$ cat src/rtl/instr_pkg.sv
// Shared instruction-set definitions: op enum, opcode/funct constants, field widths.
// Shared with the decoder, so keep values in step with it.
package instr_pkg;

    localparam int OPC_W   = 6;
    localparam int REG_W   = 5;
    localparam int FUNCT_W = 6;
    localparam int IMM_W   = 16;
    localparam int ADR_W   = 26;
    localparam int INSTR_W = 32;
    localparam int WADDR_W = 10;

    typedef enum logic [4:0] {
        OP_ADD, OP_ADDU, OP_SUB, OP_AND, OP_OR, OP_SLL, OP_SRL,
        OP_ADDI, OP_ADDIU, OP_ANDI, OP_ORI, OP_LUI, OP_LW, OP_SW,
        OP_BEQ, OP_BNE, OP_J, OP_JAL, OP_MUL_S, OP_MTC1
    } op_e;

    localparam logic [OPC_W-1:0] OPC_RTYPE = 6'h00;
    localparam logic [OPC_W-1:0] OPC_ADDI  = 6'h08;
    localparam logic [OPC_W-1:0] OPC_ADDIU = 6'h09;
    localparam logic [OPC_W-1:0] OPC_ANDI  = 6'h0C;
    localparam logic [OPC_W-1:0] OPC_ORI   = 6'h0D;
    localparam logic [OPC_W-1:0] OPC_LUI   = 6'h0F;
    localparam logic [OPC_W-1:0] OPC_LW    = 6'h23;
    localparam logic [OPC_W-1:0] OPC_SW    = 6'h2B;
    localparam logic [OPC_W-1:0] OPC_BEQ   = 6'h04;
    localparam logic [OPC_W-1:0] OPC_BNE   = 6'h05;
    localparam logic [OPC_W-1:0] OPC_J     = 6'h02;
    localparam logic [OPC_W-1:0] OPC_JAL   = 6'h03;
    localparam logic [OPC_W-1:0] OPC_COP1  = 6'h11;

    localparam logic [FUNCT_W-1:0] FN_ADD  = 6'h20;
    localparam logic [FUNCT_W-1:0] FN_ADDU = 6'h21;
    localparam logic [FUNCT_W-1:0] FN_SUB  = 6'h22;
    localparam logic [FUNCT_W-1:0] FN_AND  = 6'h24;
    localparam logic [FUNCT_W-1:0] FN_OR   = 6'h25;
    localparam logic [FUNCT_W-1:0] FN_SLL  = 6'h00;
    localparam logic [FUNCT_W-1:0] FN_SRL  = 6'h02;
    localparam logic [FUNCT_W-1:0] FN_MULS = 6'h02;

    localparam logic [REG_W-1:0] COP1_FMT_S  = 5'h10;
    localparam logic [REG_W-1:0] COP1_MT     = 5'h04;

    function automatic logic [INSTR_W-1:0] r_word(
        input logic [OPC_W-1:0] opc, input logic [REG_W-1:0] rs, input logic [REG_W-1:0] rt,
        input logic [REG_W-1:0] rd, input logic [REG_W-1:0] shamt, input logic [FUNCT_W-1:0] fn);
        return {opc, rs, rt, rd, shamt, fn};
    endfunction

    function automatic logic [INSTR_W-1:0] i_word(
        input logic [OPC_W-1:0] opc, input logic [REG_W-1:0] rs, input logic [REG_W-1:0] rt,
        input logic [IMM_W-1:0] imm);
        return {opc, rs, rt, imm};
    endfunction

endpackage

$ cat src/rtl/instr_field_pack.sv
// Combinational packer: op plus operand fields -> 32-bit instruction word.
// Float ops are packed only when FLOAT_OPS_EN is defined; otherwise reported unsupported.
module instr_field_pack
    import instr_pkg::*;
(
    input  logic [4:0]         op,
    input  logic [REG_W-1:0]   rs,
    input  logic [REG_W-1:0]   rt,
    input  logic [REG_W-1:0]   rd,
    input  logic [REG_W-1:0]   shamt,
    input  logic [IMM_W-1:0]   imm,
    input  logic [ADR_W-1:0]   adr,
    output logic [INSTR_W-1:0] instr,
    output logic               supported
);

    localparam logic [REG_W-1:0] Z5 = '0;

    always_comb begin
        instr     = '0;
        supported = 1'b1;
        case (op_e'(op))
            OP_ADD:   instr = r_word(OPC_RTYPE, rs, rt, rd, Z5, FN_ADD);
            OP_ADDU:  instr = r_word(OPC_RTYPE, rs, rt, rd, Z5, FN_ADDU);
            OP_SUB:   instr = r_word(OPC_RTYPE, rs, rt, rd, Z5, FN_SUB);
            OP_AND:   instr = r_word(OPC_RTYPE, rs, rt, rd, Z5, FN_AND);
            OP_OR:    instr = r_word(OPC_RTYPE, rs, rt, rd, Z5, FN_OR);
            OP_SLL:   instr = r_word(OPC_RTYPE, Z5, rt, rd, shamt, FN_SLL);
            OP_SRL:   instr = r_word(OPC_RTYPE, Z5, rt, rd, shamt, FN_SRL);
            OP_ADDI:  instr = i_word(OPC_ADDI, rs, rt, imm);
            OP_ADDIU: instr = i_word(OPC_ADDIU, rs, rt, imm);
            OP_ANDI:  instr = i_word(OPC_ANDI, rs, rt, imm);
            OP_ORI:   instr = i_word(OPC_ORI, rs, rt, imm);
            OP_LUI:   instr = i_word(OPC_LUI, Z5, rt, imm);
            OP_LW:    instr = i_word(OPC_LW, rs, rt, imm);
            OP_SW:    instr = i_word(OPC_SW, rs, rt, imm);
            OP_BEQ:   instr = i_word(OPC_BEQ, rs, rt, imm);
            OP_BNE:   instr = i_word(OPC_BNE, rs, rt, imm);
            OP_J:     instr = {OPC_J, adr};
            OP_JAL:   instr = {OPC_JAL, adr};
`ifdef FLOAT_OPS_EN
            OP_MUL_S: instr = r_word(OPC_COP1, COP1_FMT_S, rt, rd, shamt, FN_MULS);
            OP_MTC1:  instr = {OPC_COP1, COP1_MT, rt, rd, 11'h000};
`endif
            default:  supported = 1'b0;
        endcase
    end

endmodule

$ cat src/rtl/instruction_encode.sv
// One-entry output register around instr_field_pack, with word-address counter
// and sticky error / saturating reject count. FLOAT_OPS_EN enables MUL_S and MTC1.
module instruction_encode
    import instr_pkg::*;
(
    input  logic               clk,
    input  logic               rst,
    input  logic               in_valid,
    output logic               in_ready,
    input  logic [4:0]         op,
    input  logic [4:0]         rs,
    input  logic [4:0]         rt,
    input  logic [4:0]         rd,
    input  logic [4:0]         shamt,
    input  logic [15:0]        imm,
    input  logic [25:0]        adr,
    output logic               out_valid,
    input  logic               out_ready,
    output logic [31:0]        instr,
    output logic [9:0]         wr_addr,
    output logic               err,
    output logic [7:0]         err_cnt
);

    logic [INSTR_W-1:0] packed_word;
    logic               packed_ok;

    instr_field_pack u_pack (
        .op        (op),
        .rs        (rs),
        .rt        (rt),
        .rd        (rd),
        .shamt     (shamt),
        .imm       (imm),
        .adr       (adr),
        .instr     (packed_word),
        .supported (packed_ok)
    );

    logic               out_valid_q, out_valid_d;
    logic [INSTR_W-1:0] instr_q, instr_d;
    logic [WADDR_W-1:0] wr_addr_q, wr_addr_d;
    logic               err_q, err_d;
    logic [7:0]         err_cnt_q, err_cnt_d;
    logic               in_fire, out_fire;

    assign in_ready = !rst && (!out_valid_q || out_ready);
    assign in_fire  = in_valid && in_ready;
    assign out_fire = out_valid_q && out_ready;

    always_comb begin
        out_valid_d = out_valid_q;
        instr_d     = instr_q;
        wr_addr_d   = wr_addr_q;
        err_d       = err_q;
        err_cnt_d   = err_cnt_q;
        if (out_fire) begin
            out_valid_d = 1'b0;
            wr_addr_d   = wr_addr_q + 1'b1;
        end
        // A new word lands in the same edge the old one leaves, so no bubble.
        if (in_fire) begin
            if (packed_ok) begin
                out_valid_d = 1'b1;
                instr_d     = packed_word;
            end else begin
                err_d = 1'b1;
                if (err_cnt_q != 8'hFF) begin
                    err_cnt_d = err_cnt_q + 8'd1;
                end
            end
        end
    end

    always_ff @(posedge clk) begin
        if (rst) begin
            out_valid_q <= 1'b0;
            instr_q     <= '0;
            wr_addr_q   <= '0;
            err_q       <= 1'b0;
            err_cnt_q   <= '0;
        end else begin
            out_valid_q <= out_valid_d;
            instr_q     <= instr_d;
            wr_addr_q   <= wr_addr_d;
            err_q       <= err_d;
            err_cnt_q   <= err_cnt_d;
        end
    end

    assign out_valid = out_valid_q;
    assign instr     = instr_q;
    assign wr_addr   = wr_addr_q;
    assign err       = err_q;
    assign err_cnt   = err_cnt_q;

endmodule

$ cat config.mk
export PLATFORM = sky130hd
export DESIGN_NAME = instruction_encode
export DESIGN_NICKNAME = d
export VERILOG_FILES = /design/src/rtl/instr_pkg.sv /design/src/rtl/instr_field_pack.sv /design/src/rtl/instruction_encode.sv
export SDC_FILE = /design/constraint.sdc
export NUM_CORES = 1
export LEC_CHECK = 0
export CAP_MARGIN = 20
export CORE_UTILIZATION = 45
export CTS_BUF_LIST = sky130_fd_sc_hd__clkbuf_16
export DETAILED_ROUTE_END_ITERATION = 10
export PLACE_DENSITY = 0.83
export SLEW_MARGIN = 20
export SYNTH_ARGS = -nofsm -noshare
export SYNTH_HDL_FRONTEND = slang
export SYNTH_HIERARCHICAL = 1
export SYNTH_SLANG_ARGS = --single-unit
export TNS_END_PERCENT = 1
$ cat constraint.sdc
create_clock -name clk -period 4.5 [get_ports clk]
set_clock_uncertainty 0.15 [all_clocks]
set_input_delay 0.9 -clock clk [delete_from_list [all_inputs] [get_ports clk]]
set_output_delay 0.9 -clock clk [all_outputs]
set_load 0.005 [all_outputs]
-- Word-level counts from Yosys, hierarchy flattened
Index checks and enable logic that the tools add are counted.
- bits in registers: 52
- input bits: 71
- output and inout bits: 53
- add/subtract/negate cells: 2
- eq/ne operators: 18
- muxes and demuxes: 5
- bitwise operators: 1
- reductions and logical operators: 11
- operator list (cell ; number):
    32-bit case mux with 18 select lines ; 1
    5-bit by 4-bit equality test with 1-bit output (second input constant) ; 8
    5-bit by 3-bit equality test with 1-bit output (second input constant) ; 4
    18-bit OR reduction ; 1
    10-bit by 1-bit adder with 10-bit output (second input constant) ; 1
    5-bit by 2-bit equality test with 1-bit output (second input constant) ; 2
    5-bit equality test (second input constant) ; 2
    8-bit by 1-bit adder with 8-bit output (second input constant) ; 1
    8-bit != test (second input constant) ; 1
    5-bit by 1-bit equality test with 1-bit output (second input constant) ; 1
    5-bit logical NOT ; 1
    1-bit 2-to-1 mux ; 4
    2-bit AND reduction ; 2
    1-bit logical AND ; 3
    3-bit AND reduction ; 1
    1-bit logical NOT ; 2
    1-bit logical OR ; 1
    1-bit NOT ; 1

-- Logic depth before layout (Yosys ltp)
- depth in word-level cells: 5
- gate-level depth with buffers: 8
- gate-level depth less buffers: 5

-- Modules after synthesis
Netlist, hierarchy kept.
- by module, submodules not included (module ; instances ; cells an instance ; area an instance (um^2)):
    instruction_encode ; 1 ; 243 ; 2058.2
    instr_field_pack ; 1 ; 103 ; 730.7

-- Worst setup path before layout
OpenSTA, ideal clock, no wires.
- path kind: input -> register
- start: input port op[3]
- end: register err_cnt_q[3] (netlist: err_cnt[3])
- setup time: 0.086 ns
- arrival: 2.382 ns
- data required time: 4.264 ns
- path slack: 1.883 ns
- cell stages on the path: 7
- path buffers: 2
- cells stage by stage: buf_4 -> buf_2 -> o31ai_1 -> and4b_1 -> nand3_1 -> a211oi_1 -> a211oi_1
- longest elaborated chain between the ends: 5
- elaborated cells on any way between the ends: 22
- those cells by class: eq/ne: 17; mux: 1; bitwise: 1; reduce/logical: 3
- ends and longest elaborated chain (element ; line ; source):
    start, declared ; instruction_encode.sv:10 ; input logic [4:0] op,
    5-bit by 1-bit equality test with 1-bit output, or another cell as far along ; instr_field_pack.sv:22 ; case (op_e'(op))
    18-bit OR reduction (no source line) * ; n/a ;
    1-bit 2-to-1 mux * ; instr_field_pack.sv:22 ;
    named net packed_ok ; instruction_encode.sv:26 ; logic packed_ok;
    1-bit NOT (no source line) * ; n/a ;
    3-bit AND reduction (no source line) * ; n/a ;
    end signal, assigned ; instruction_encode.sv:87 ; err_cnt_q <= err_cnt_d;
    end, declared ; instruction_encode.sv:44 ; logic [7:0] err_cnt_q, err_cnt_d;
The timed path passes the listed nets; every way through them passes the cells marked *.
A chain may end at the register's enable or synchronous reset.

-- Final worst setup path
- start: input port op[2]
- end: register instr_q[27] (netlist: instr[27])
- longest elaborated chain between the ends: 4
- elaborated cells on any way between the ends: 22
- those cells by class: eq/ne: 17; mux: 2; reduce/logical: 3
- ends and longest elaborated chain (element ; line ; source):
    5-bit by 1-bit equality test with 1-bit output, or another cell as far along ; instr_field_pack.sv:22 ;
    18-bit OR reduction (no source line) * ; n/a ;
    1-bit 2-to-1 mux * ; instr_field_pack.sv:22 ;
    named net packed_ok ; instruction_encode.sv:26 ;
    2-bit AND reduction (no source line) * ; n/a ;
    end signal, assigned ; instruction_encode.sv:84 ; instr_q <= instr_d;
    end, declared ; instruction_encode.sv:41 ; logic [INSTR_W-1:0] instr_q, instr_d;
Marked as above.

==> results.cfg <==
[power]
swShare = 0.219
power_switching_w = 0.000232
powerDensity_nw_per_um2 = 256
ir_drop_mv = 0.223
comb_power_share = 0.160
power_w = 0.00106
pwr-share-clk = 0.393
p_int_w = 0.000828
power.share.sequential = 0.447
cellLeakagePower_nw = 1.49

[worst_setup_path]
critPathCaptureType = register
worstPathMaxFanout = 32
arrival_ps = 3320
cp_cell_sequence = clkdlybuf4s50_1, o31ai_1, and3_1, buf_4, nand2_1, a21oi_1
worst_setup_path_start_kind = input pin
slowest_stage = o31ai_1
max_stage_delay_ps = 830
required_ps = 4560
crit_type = input pin to register

[clocking]
cts_root_buffer = clkbuf_16
cts_resized = 0
cts.sinks = 52
h-tree-depth = 2
cts_tree = yes
cts_setup_buffers = 0
hold_buffers = 0
cts-buffers-inserted = 5
clkTransAtPathRegs_ps = 60
clk_latency_ps = 290
cts_buffer_depth = 2

[routing]
drcViolationCount = 0
drtIter0Drc = 107
vias = 2883
drt_wl_total_um = 7240
ant_nets = 0
dr.pass1.iters = 4
vias_per_cell = 5.43
wl_per_cell_um = 13.6

[die]
dieArea_um2 = 6520
core_um2 = 5960
die_w_um = 80.7
io_pins = 124
rows = 28
initial_utilization = 0.468
die_h_um = 80.7

[run]
drv_cap = 0

[yosys]
synth_top_area_frac = 0.373
synth_commonest_cells = 78 x nand2_1, 52 x dfxtp_1, 40 x a21oi_1, 19 x nor2_1, 15 x a22o_1
synth_cells = 346
synth_ff_type = dfxtp_1
synth_edf_count = 0
syn_area_um2 = 2790
synth.net_count = 419
synth.most_common_cell = nand2_1
synth.distinct_cells = 55
ys_seq_area_frac = 0.373
ys_warn_count = 6
synthArstFlopShare = 0
ys_ff_latch = 52
synth_area_leader_cell = dfxtp_1
avgSynthCellArea_um2 = 8.06
synth_area_leaders = dfxtp_1 37%, nand2_1 10%, a21oi_1 7.2%, a22o_1 4.7%, buf_6 2.8%

[status]
status = complete, no violations

[sta]
setup_viol_count_final = 0
slew_violations = 0
maxSlewHeadroom = 0.480
hold_violations = 0
rsz0062_at_grt = no
fin_crit_sh = 0.724
min_period_ps = 3260
tightest_slew_ps = 774
tns_ps = 0
fmax_mhz = 307

[cells_and_area]
area_growth_pct = 48.2
drive_gt1_frac = 0.0548
final_nets = 528
final_area_um2 = 4130
fin_util = 0.694
n_antenna_cell = 0

[global_route]
grt_overflow = 0
grt_pass1_wl_um = 11700
grt_max_degree = 52
grt_use_total = 0.230
grt_pass1_vias = 2648
antenna_found_initial = 0

[place]
gp_congestion = 0.799
io_buffers = 123
place_area_um2 = 3970
dp_hpwl_um = 5230

[min_path]
hp-class = register to register
-- per-stage QoR --
step,instances,hold slack [ps],setup slack [ps]
global route,531,324,1020
global placement,523,292,1090
CTS,531,306,1260
floorplan,346,303,1880
detailed placement,523,297,992
finish,531,302,1240
-- metal layers --
layer	global-route usage	up-vias	wire, um
met2	0.414	95	3690
met3	0.0375	21	348
met5	0	-	0
met4	0.114	0	207
li1	-	1432	-
met1	0.260	1335	2990
-- sequential cells by signal, summed over array words and instances (netlist names) --
signal / count
out_valid: 1
instr: 32
wr_addr: 10
err_cnt: 8
err: 1
-- cell usage in the layout, fill, tap and decap left out, types with 2 or more instances in the layout --
cell,netlist,routed
clkdlybuf4s50_1,0,122
nand2_1,78,78
dfxtp_1,52,52
a21oi_1,40,40
nor2_1,19,19
a22o_1,15,15
nand3_1,14,14
o21ai_0,13,13
xor2_1,9,9
a21o_1,6,6
a221o_1,6,6
nor2b_1,5,5
inv_1,4,5
clkbuf_16,0,5
buf_4,4,5
and2_1,5,5
nand4_1,4,4
o31ai_1,4,4
and3_1,3,3
a211oi_1,3,3
nand3b_1,3,3
and4_1,2,2
and4b_1,2,2
or3_1,2,2
ha_1,2,2
a22oi_1,2,2
-- critical path: cells and delay by family --
| family | cells | cell delay, ps |
|---|---|---|
| AO/OA/AOI/OAI | 2 | 970 |
| buffers and inverters | 2 | 1070 |
| AND/OR/NAND/NOR | 2 | 360 |
-- logic make-up after synthesis --
| logic type | count (synthesis) | share of synthesized area |
|---|---|---|
| AO/OA/AOI/OAI | 98 | 0.234 |
| XOR/XNOR | 10 | 0.0314 |
| adder cells (fa/ha/maj) | 2 | 0.00897 |
| buffers and inverters | 30 | 0.0686 |
| flip-flops | 52 | 0.373 |
| multiplexers | 1 | 0.00359 |
| other | 1 | 0.00134 |
| AND/OR/NAND/NOR | 152 | 0.279 |
-- area by class of cell --
cell class | instances | area [um^2]
clock buffers | 5 | 125
clock inverters | 3 | 38.8
fillers | 493 | 1820
inverters | 4 | 15.0
multi-input cells | 264 | 1560
flip-flops and latches | 52 | 1040
well taps | 75 | 93.8
repair buffers | 128 | 1260
-- worst paths after layout --
kind	slack (ps)	depth (start not counted)	endpoint	startpoint
worst max register to register	2880	5	err_cnt[6]	err_cnt[0]
worst min-delay path	300	2	instr[19]	instr[19]
worst min register to register	300	2	instr[19]	instr[19]
worst max-delay path	1240	6	instr[27]	op[2]
-- power by group through the flow --
stage,combinational (W),sequential (W),clock [W]
after floorplan,0.0000817,0.000485,0
after global placement,0.000167,0.000484,0
after detailed placement,0.000169,0.000484,0
after CTS,0.000171,0.000474,0.000423
after global routing,0.000185,0.000475,0.000442
final,0.000170,0.000474,0.000416
(Power assumes the default switching activity.)
==> RTL change 1: new RTL, same settings <==
Add a define of `FLOAT_OPS_EN`.
--- a/src/rtl/instr_field_pack.sv
+++ b/src/rtl/instr_field_pack.sv
@@ -2,2 +2,4 @@
 // Float ops are packed only when FLOAT_OPS_EN is defined; otherwise reported unsupported.
+`define FLOAT_OPS_EN
+
 module instr_field_pack
Behaviour: not the same (a bounded check fails within 4 cycles, from zero or initial values and one cycle with rst high).
==> RTL change 1 against the unedited design <==
Total power is 0.31% higher; cell count is 1.9% higher; design area is 2.8% higher; count of clock-buffer cells in the layout stayed put; via count is 6.1% higher; highest routed layer unchanged; first-iteration DRC count is 60% higher; sequential cell count stayed put; worst setup slack worse by 9.1 ps; wire length is 13% higher; area after synthesis is 3.4% higher; critical path depth is 2 lower; synthesized cell count is 1.7% higher.
==> RTL change 1: results (changes against the unedited design) <==
- Hold path endpoint: instr[31]$_SDFFE_PP0P_ (was instr[19]$_SDFFE_PP0P_)
- Max reg flops: 32 (unchanged)
- Compound-Gate Fraction of Synth Area: 0.2460 (was 0.2337)
- Hold_ws: 304.0 ps (was 302.1 ps)
- Worst skew pair latency: 290 ps (about the same)
- Clock slew at reported path FFs: approximately 70 ps
- CTS Buffer Depth: 2 (unchanged)
- Crit-path slowest cell: clkdlybuf4s50_1 (was o31ai_1)
- Cts bufs inserted: 5 (unchanged)
- Filler cell count: 501 (was 493)
- Root buf cell: clkbuf_16 (unchanged)
- Routability Congestion: 0.9100 (was 0.7993)
- P_int: 791.1 uW (was 828.3 uW)
- Reg2reg path depth: 4 (was 5)
- IR drop worst, VDD: 200.6 uV (was 223.2 uV)
- Clk network pwr share: 0.373 (was 0.393)
- Post_cts resized: 0 (unchanged)
- Post-synth top cells: nand2_1, dfxtp_1, a21oi_1, nor2_1, a221o_1 (was nand2_1, dfxtp_1, a21oi_1, nor2_1, a22o_1)
- Hpwl dp: 5.834 mm (was 5.229 mm)
- Hold Path Depth: 2 (unchanged)
- Fin nets: 538 (was 528)
- Port buffer count: 123 (unchanged)
- Reg2Reg Launch Point: err_cnt[0]$_SDFFE_PP0P_ (unchanged)
- Initial antenna violation count: 0 (unchanged)
- Syn Nets: 425 (was 419)
- Wire length of the first global-routing pass: 12.94 mm (was 11.68 mm)
- Asr flop ratio synth: 0 (unchanged)
- Leak: 1.484 nW (was 1.488 nW)
- Delay-heaviest family, CP: buffers and inverters (unchanged)
- Worst EP arrival: 2220 ps (was 3320 ps)
- Gr usage total: 0.2488 (was 0.2299)
- DR vias: 3,059 (was 2,883)
- Hold Crit Class: reg2reg (unchanged)
- WL final: 8.168 mm (was 7.238 mm)
- Reg-to-reg endpoint: err_cnt[4]$_SDFFE_PP0P_ (was err_cnt[6]$_SDFFE_PP0P_)
- Hold Path Origin: instr[31]$_SDFFE_PP0P_ (was instr[19]$_SDFFE_PP0P_)
- CTS H-tree depth: 2 (unchanged)
- Synth Area in XOR/XNOR: 0.03037 (was 0.03140)
- Status: finished, final reports clean (unchanged)
- Initial drt markers: 171 (was 107)
- Largest net degree at the start of global routing: 52 (unchanged)
- Slowest stage delay, CP: 600 ps (was 830 ps)
- Netlist cell types: 65 (was 55)
- Vias in the first global route: 2,837 (was 2,648)
- Comb power frac: 0.180 (was 0.160)
- Register area share after synthesis: 0.3610 (was 0.3733)
- Postcts setup bufs: 0 (unchanged)
- R2r setup slk: 2920 ps (was 2880 ps)
- Mux share of post-synthesis cell area: 0.003905 (was 0.003589)
- Most common cell after layout, fill and taps aside: clkdlybuf4s50_1 (unchanged)
- Area contributors post-synth: dfxtp_1, nand2_1, a21oi_1 (unchanged)
- Critical path peak fanout: 7 (was 32)
- Post-synthesis adder-cell area fraction: 0.008677 (was 0.008973)
- # diodes: 0 (unchanged)
- Maxcap violations: 0 (unchanged)
- Share of cells above drive strength 1: 0.07511 (was 0.05482)
- TritonRoute pass-1 iters: 4 (unchanged)
- YS warnings: 6 (unchanged)
- Least-Margin Pin Slew: 730.4 ps (was 773.5 ps)
RTL change 1: cell types whose count changed in the layout (fill, tap and decap cells not counted), moves of 5 or more:
| cell | before | now |
|---|---|---|
| a21o_1 | 6 | 1 |
| a22o_1 | 15 | 7 |
| nand3b_1 | 3 | 8 |
| nand3_1 | 14 | 9 |
| o21a_1 | 0 | 5 |
| nor2_1 | 19 | 14 |
RTL change 1: metrics by stage:
stage               total power, mW  area (um^2)  setup WS (ps)  cells
global route                  1.104         4252           1158    541
floorplan                    0.5804         2884           1870    352
finish                        1.063         4252           1231    541
detailed placement           0.6758         4088          993.7    532
global placement             0.6724         4088           1086    532
CTS                           1.070         4240           1227    540
RTL change 1: area by class of cell:
| type | instances | area [um^2] | area share |
|---|---|---|---|
| well taps | 75 | 93.84 | 0.02207 |
| clock inverters | 3 | 27.53 | 0.006474 |
| inverters | 7 | 28.78 | 0.006769 |
| multi-input cells | 267 | 1638 | 0.3852 |
| clock buffers | 5 | 125.1 | 0.02943 |
| flip-flops and latches | 52 | 1041 | 0.2449 |
| repair buffers | 132 | 1297 | 0.3052 |
RTL change 1: how the worst max path moves through the flow:
stage          startpoint                       to  slack [ps]
2_1_floorplan       op[3]  err_cnt[7]$_SDFFE_PP0P_        1870
3_3_place_gp        op[1]    instr[9]$_SDFFE_PP0P_        1090
3_5_place_dp        op[1]    instr[6]$_SDFFE_PP0P_         990
4_1_cts         out_ready                 in_ready        1230
5_1_grt         out_ready                 in_ready        1160
6_report        out_ready                 in_ready        1230
RTL change 1: layer usage:
| metal | routed length, um | GRT usage |
|---|---|---|
| met5 | 0 | 0 |
| met4 | 226 | 0.1070 |
| met3 | 534 | 0.06000 |
| met2 | 4036 | 0.4289 |
| met1 | 3371 | 0.2910 |
==> RTL change 2: new RTL, same settings <==
Without the edit above. Take the reset off `instr_q` and `wr_addr_q` and load them in a clocked block of their own.
--- a/src/rtl/instruction_encode.sv
+++ b/src/rtl/instruction_encode.sv
@@ -77,4 +77,2 @@
             out_valid_q <= 1'b0;
-            instr_q     <= '0;
-            wr_addr_q   <= '0;
             err_q       <= 1'b0;
@@ -83,4 +81,2 @@
             out_valid_q <= out_valid_d;
-            instr_q     <= instr_d;
-            wr_addr_q   <= wr_addr_d;
             err_q       <= err_d;
@@ -88,2 +84,7 @@
         end
+    end
+
+    always_ff @(posedge clk) begin
+        instr_q   <= instr_d;
+        wr_addr_q <= wr_addr_d;
     end
Function: differs if rst is asserted again (counterexample within 4 cycles, from zero or initial values and one cycle with rst high); with rst held inactive, the same outputs for 4 cycles.
==> RTL change 2 against the unedited design <==
Hold slack improved by 72 ps; area after synthesis is 5.6% lower; total power is 2.2% higher; worst setup slack worse by 12 ps; sequential cell count is the same; sequential power increased by 15%; design area shrank 2.6%; count of clock-buffer cells in the layout unchanged; maximum frequency fell by 0.35%; wire length down 8.6%; sequential share of layout area increased by 11 points; utilization grew 2.8 points; critical endpoint is now in_ready.
==> RTL change 2: results (changes against the unedited design) <==
- Hold Violations, Final: 0 (unchanged)
- Gr usage total: 0.2184 (was 0.2299)
- Reg2Reg Launch Point: out_valid$_SDFF_PP0_ (was err_cnt[0]$_SDFFE_PP0P_)
- CP Launch Point: rst (was op[2])
- Syn Nets: 295 (was 419)
- Fin nets: 415 (was 528)
- Cts bufs inserted: 5 (unchanged)
- Sw Pwr: 233.3 uW (was 231.8 uW)
- Post-synth top cells: edfxtp_1, a22o_1, nor2_1 (was nand2_1, dfxtp_1, a21oi_1, nor2_1, a22o_1)
- Vias in the first global route: 2,090 (was 2,648)
- Largest net degree at the start of global routing: 33 (was 52)
- YS warnings: 6 (unchanged)
- Primary FF master, synth: edfxtp_1 (was dfxtp_1)
- P_clk: 369 uW (was 416 uW)
- Port buffer count: 123 (unchanged)
- Worst EP arrival: 2220 ps (was 3320 ps)
- Netlist cell types: 51 (was 55)
- Post-synth EDFFs: 42 (was 0)
- Worst skew pair latency: 290 ps (about the same)
- Leak: 1.427 nW (was 1.488 nW)
- Clock slew at reported path FFs: around 70 ps
- Critical path peak fanout: 11 (was 32)
- CTS H-tree depth: 2 (unchanged)
- Post_cts resized: 0 (unchanged)
- Slowest stage delay, CP: 600 ps (was 830 ps)
- TritonRoute pass-1 iters: 4 (unchanged)
- Area contributors post-synth: edfxtp_1, dfxtp_1, a22o_1 (was dfxtp_1, nand2_1, a21oi_1)
- IR drop worst, VDD: 161.5 uV (was 223.2 uV)
- Hold Crit Class: reg2reg (unchanged)
- Least-Margin Pin Slew: 881.2 ps (was 773.5 ps)
- Total sequential power: 545 uW (was 474 uW)
- Postcts setup bufs: 0 (unchanged)
- Initial antenna violation count: 0 (unchanged)
- Asr flop ratio synth: 0 (unchanged)
- Register area share after synthesis: 0.5549 (was 0.3733)
- Hold Path Origin: err$_SDFFE_PP0P_ (was instr[19]$_SDFFE_PP0P_)
- Initial drt markers: 157 (was 107)
- Share of cells above drive strength 1: 0.05831 (was 0.05482)
- Status: finished, final reports clean (unchanged)
- Root buf cell: clkbuf_16 (unchanged)
- CTS Buffer Depth: 2 (unchanged)
- Wire length of the first global-routing pass: 10.28 mm (was 11.68 mm)
- Vias/cell: 5.412 (was 5.429)
- Hpwl dp: 4.866 mm (was 5.229 mm)
- Routability Congestion: 0.8800 (was 0.7993)
- Crit-path slowest cell: clkdlybuf4s50_1 (was o31ai_1)
- P_int: 850.0 uW (was 828.3 uW)
- WL final: 6.617 mm (was 7.238 mm)
==> RTL change 2: changes by cell type after synthesis, sizes merged, moves of 3 or more <==
cell,delta
nand3,-3
a211oi,-3
a21oi,-34
dfxtp,-42
xor2,-7
xnor2,+7
buf,-9
nor2,-5
edfxtp,+42
nand2,-66
==> RTL change 2: cell type report <==
cell class	instances	area [um^2]
clock buffers	5	125.1
clock inverters	3	18.77
fillers	415	1549
inverters	4	15.01
multi-input cells	151	1046
flip-flops and latches	52	1461
well taps	72	90.09
repair buffers	128	1269
==> RTL change 2: worst paths after layout <==
check / cells past startpoint / end / slack, ps
worst min-delay path: 2 / err$_SDFFE_PP0P_ / 370
worst max register to register: 4 / err_cnt[3]$_SDFFE_PP0P_ / 2620
worst min register to register: 2 / err$_SDFFE_PP0P_ / 370
worst max-delay path: 3 / in_ready / 1230
==> RTL change 2: metrics by stage <==
stage	std cells	setup WS, ps	cell area (um^2)
floorplan	222	1466	2634
global placement	407	1168	3881
detailed placement	407	1129	3881
CTS	415	1220	4025
global route	415	1140	4025
finish	415	1229	4025
==> RTL change 2: cells by family after synthesis <==
family	Yosys count	synth area share
AND/OR/NAND/NOR	77	0.1763
AO/OA/AOI/OAI	59	0.1691
flip-flops	52	0.5549
buffers and inverters	19	0.04798
XOR/XNOR	10	0.03326
adder cells (fa/ha/maj)	2	0.009500
multiplexers	2	0.007601
other	1	0.001424
==> RTL change 2: worst max-delay path, delay by kind of cell <==
family | cells | cell delay (ps)
and+or+nand+nor | 1 | 200
buffers and inverters | 2 | 1120
==> RTL change 2: layer usage <==
layer | wire length, um | part of all wire | global-route usage
met5 | 0 | 0 | 0
met4 | 115 | 0.017 | 0.09259
met1 | 2823 | 0.43 | 0.2783
met2 | 3401 | 0.51 | 0.3678
met3 | 276 | 0.042 | 0.03256
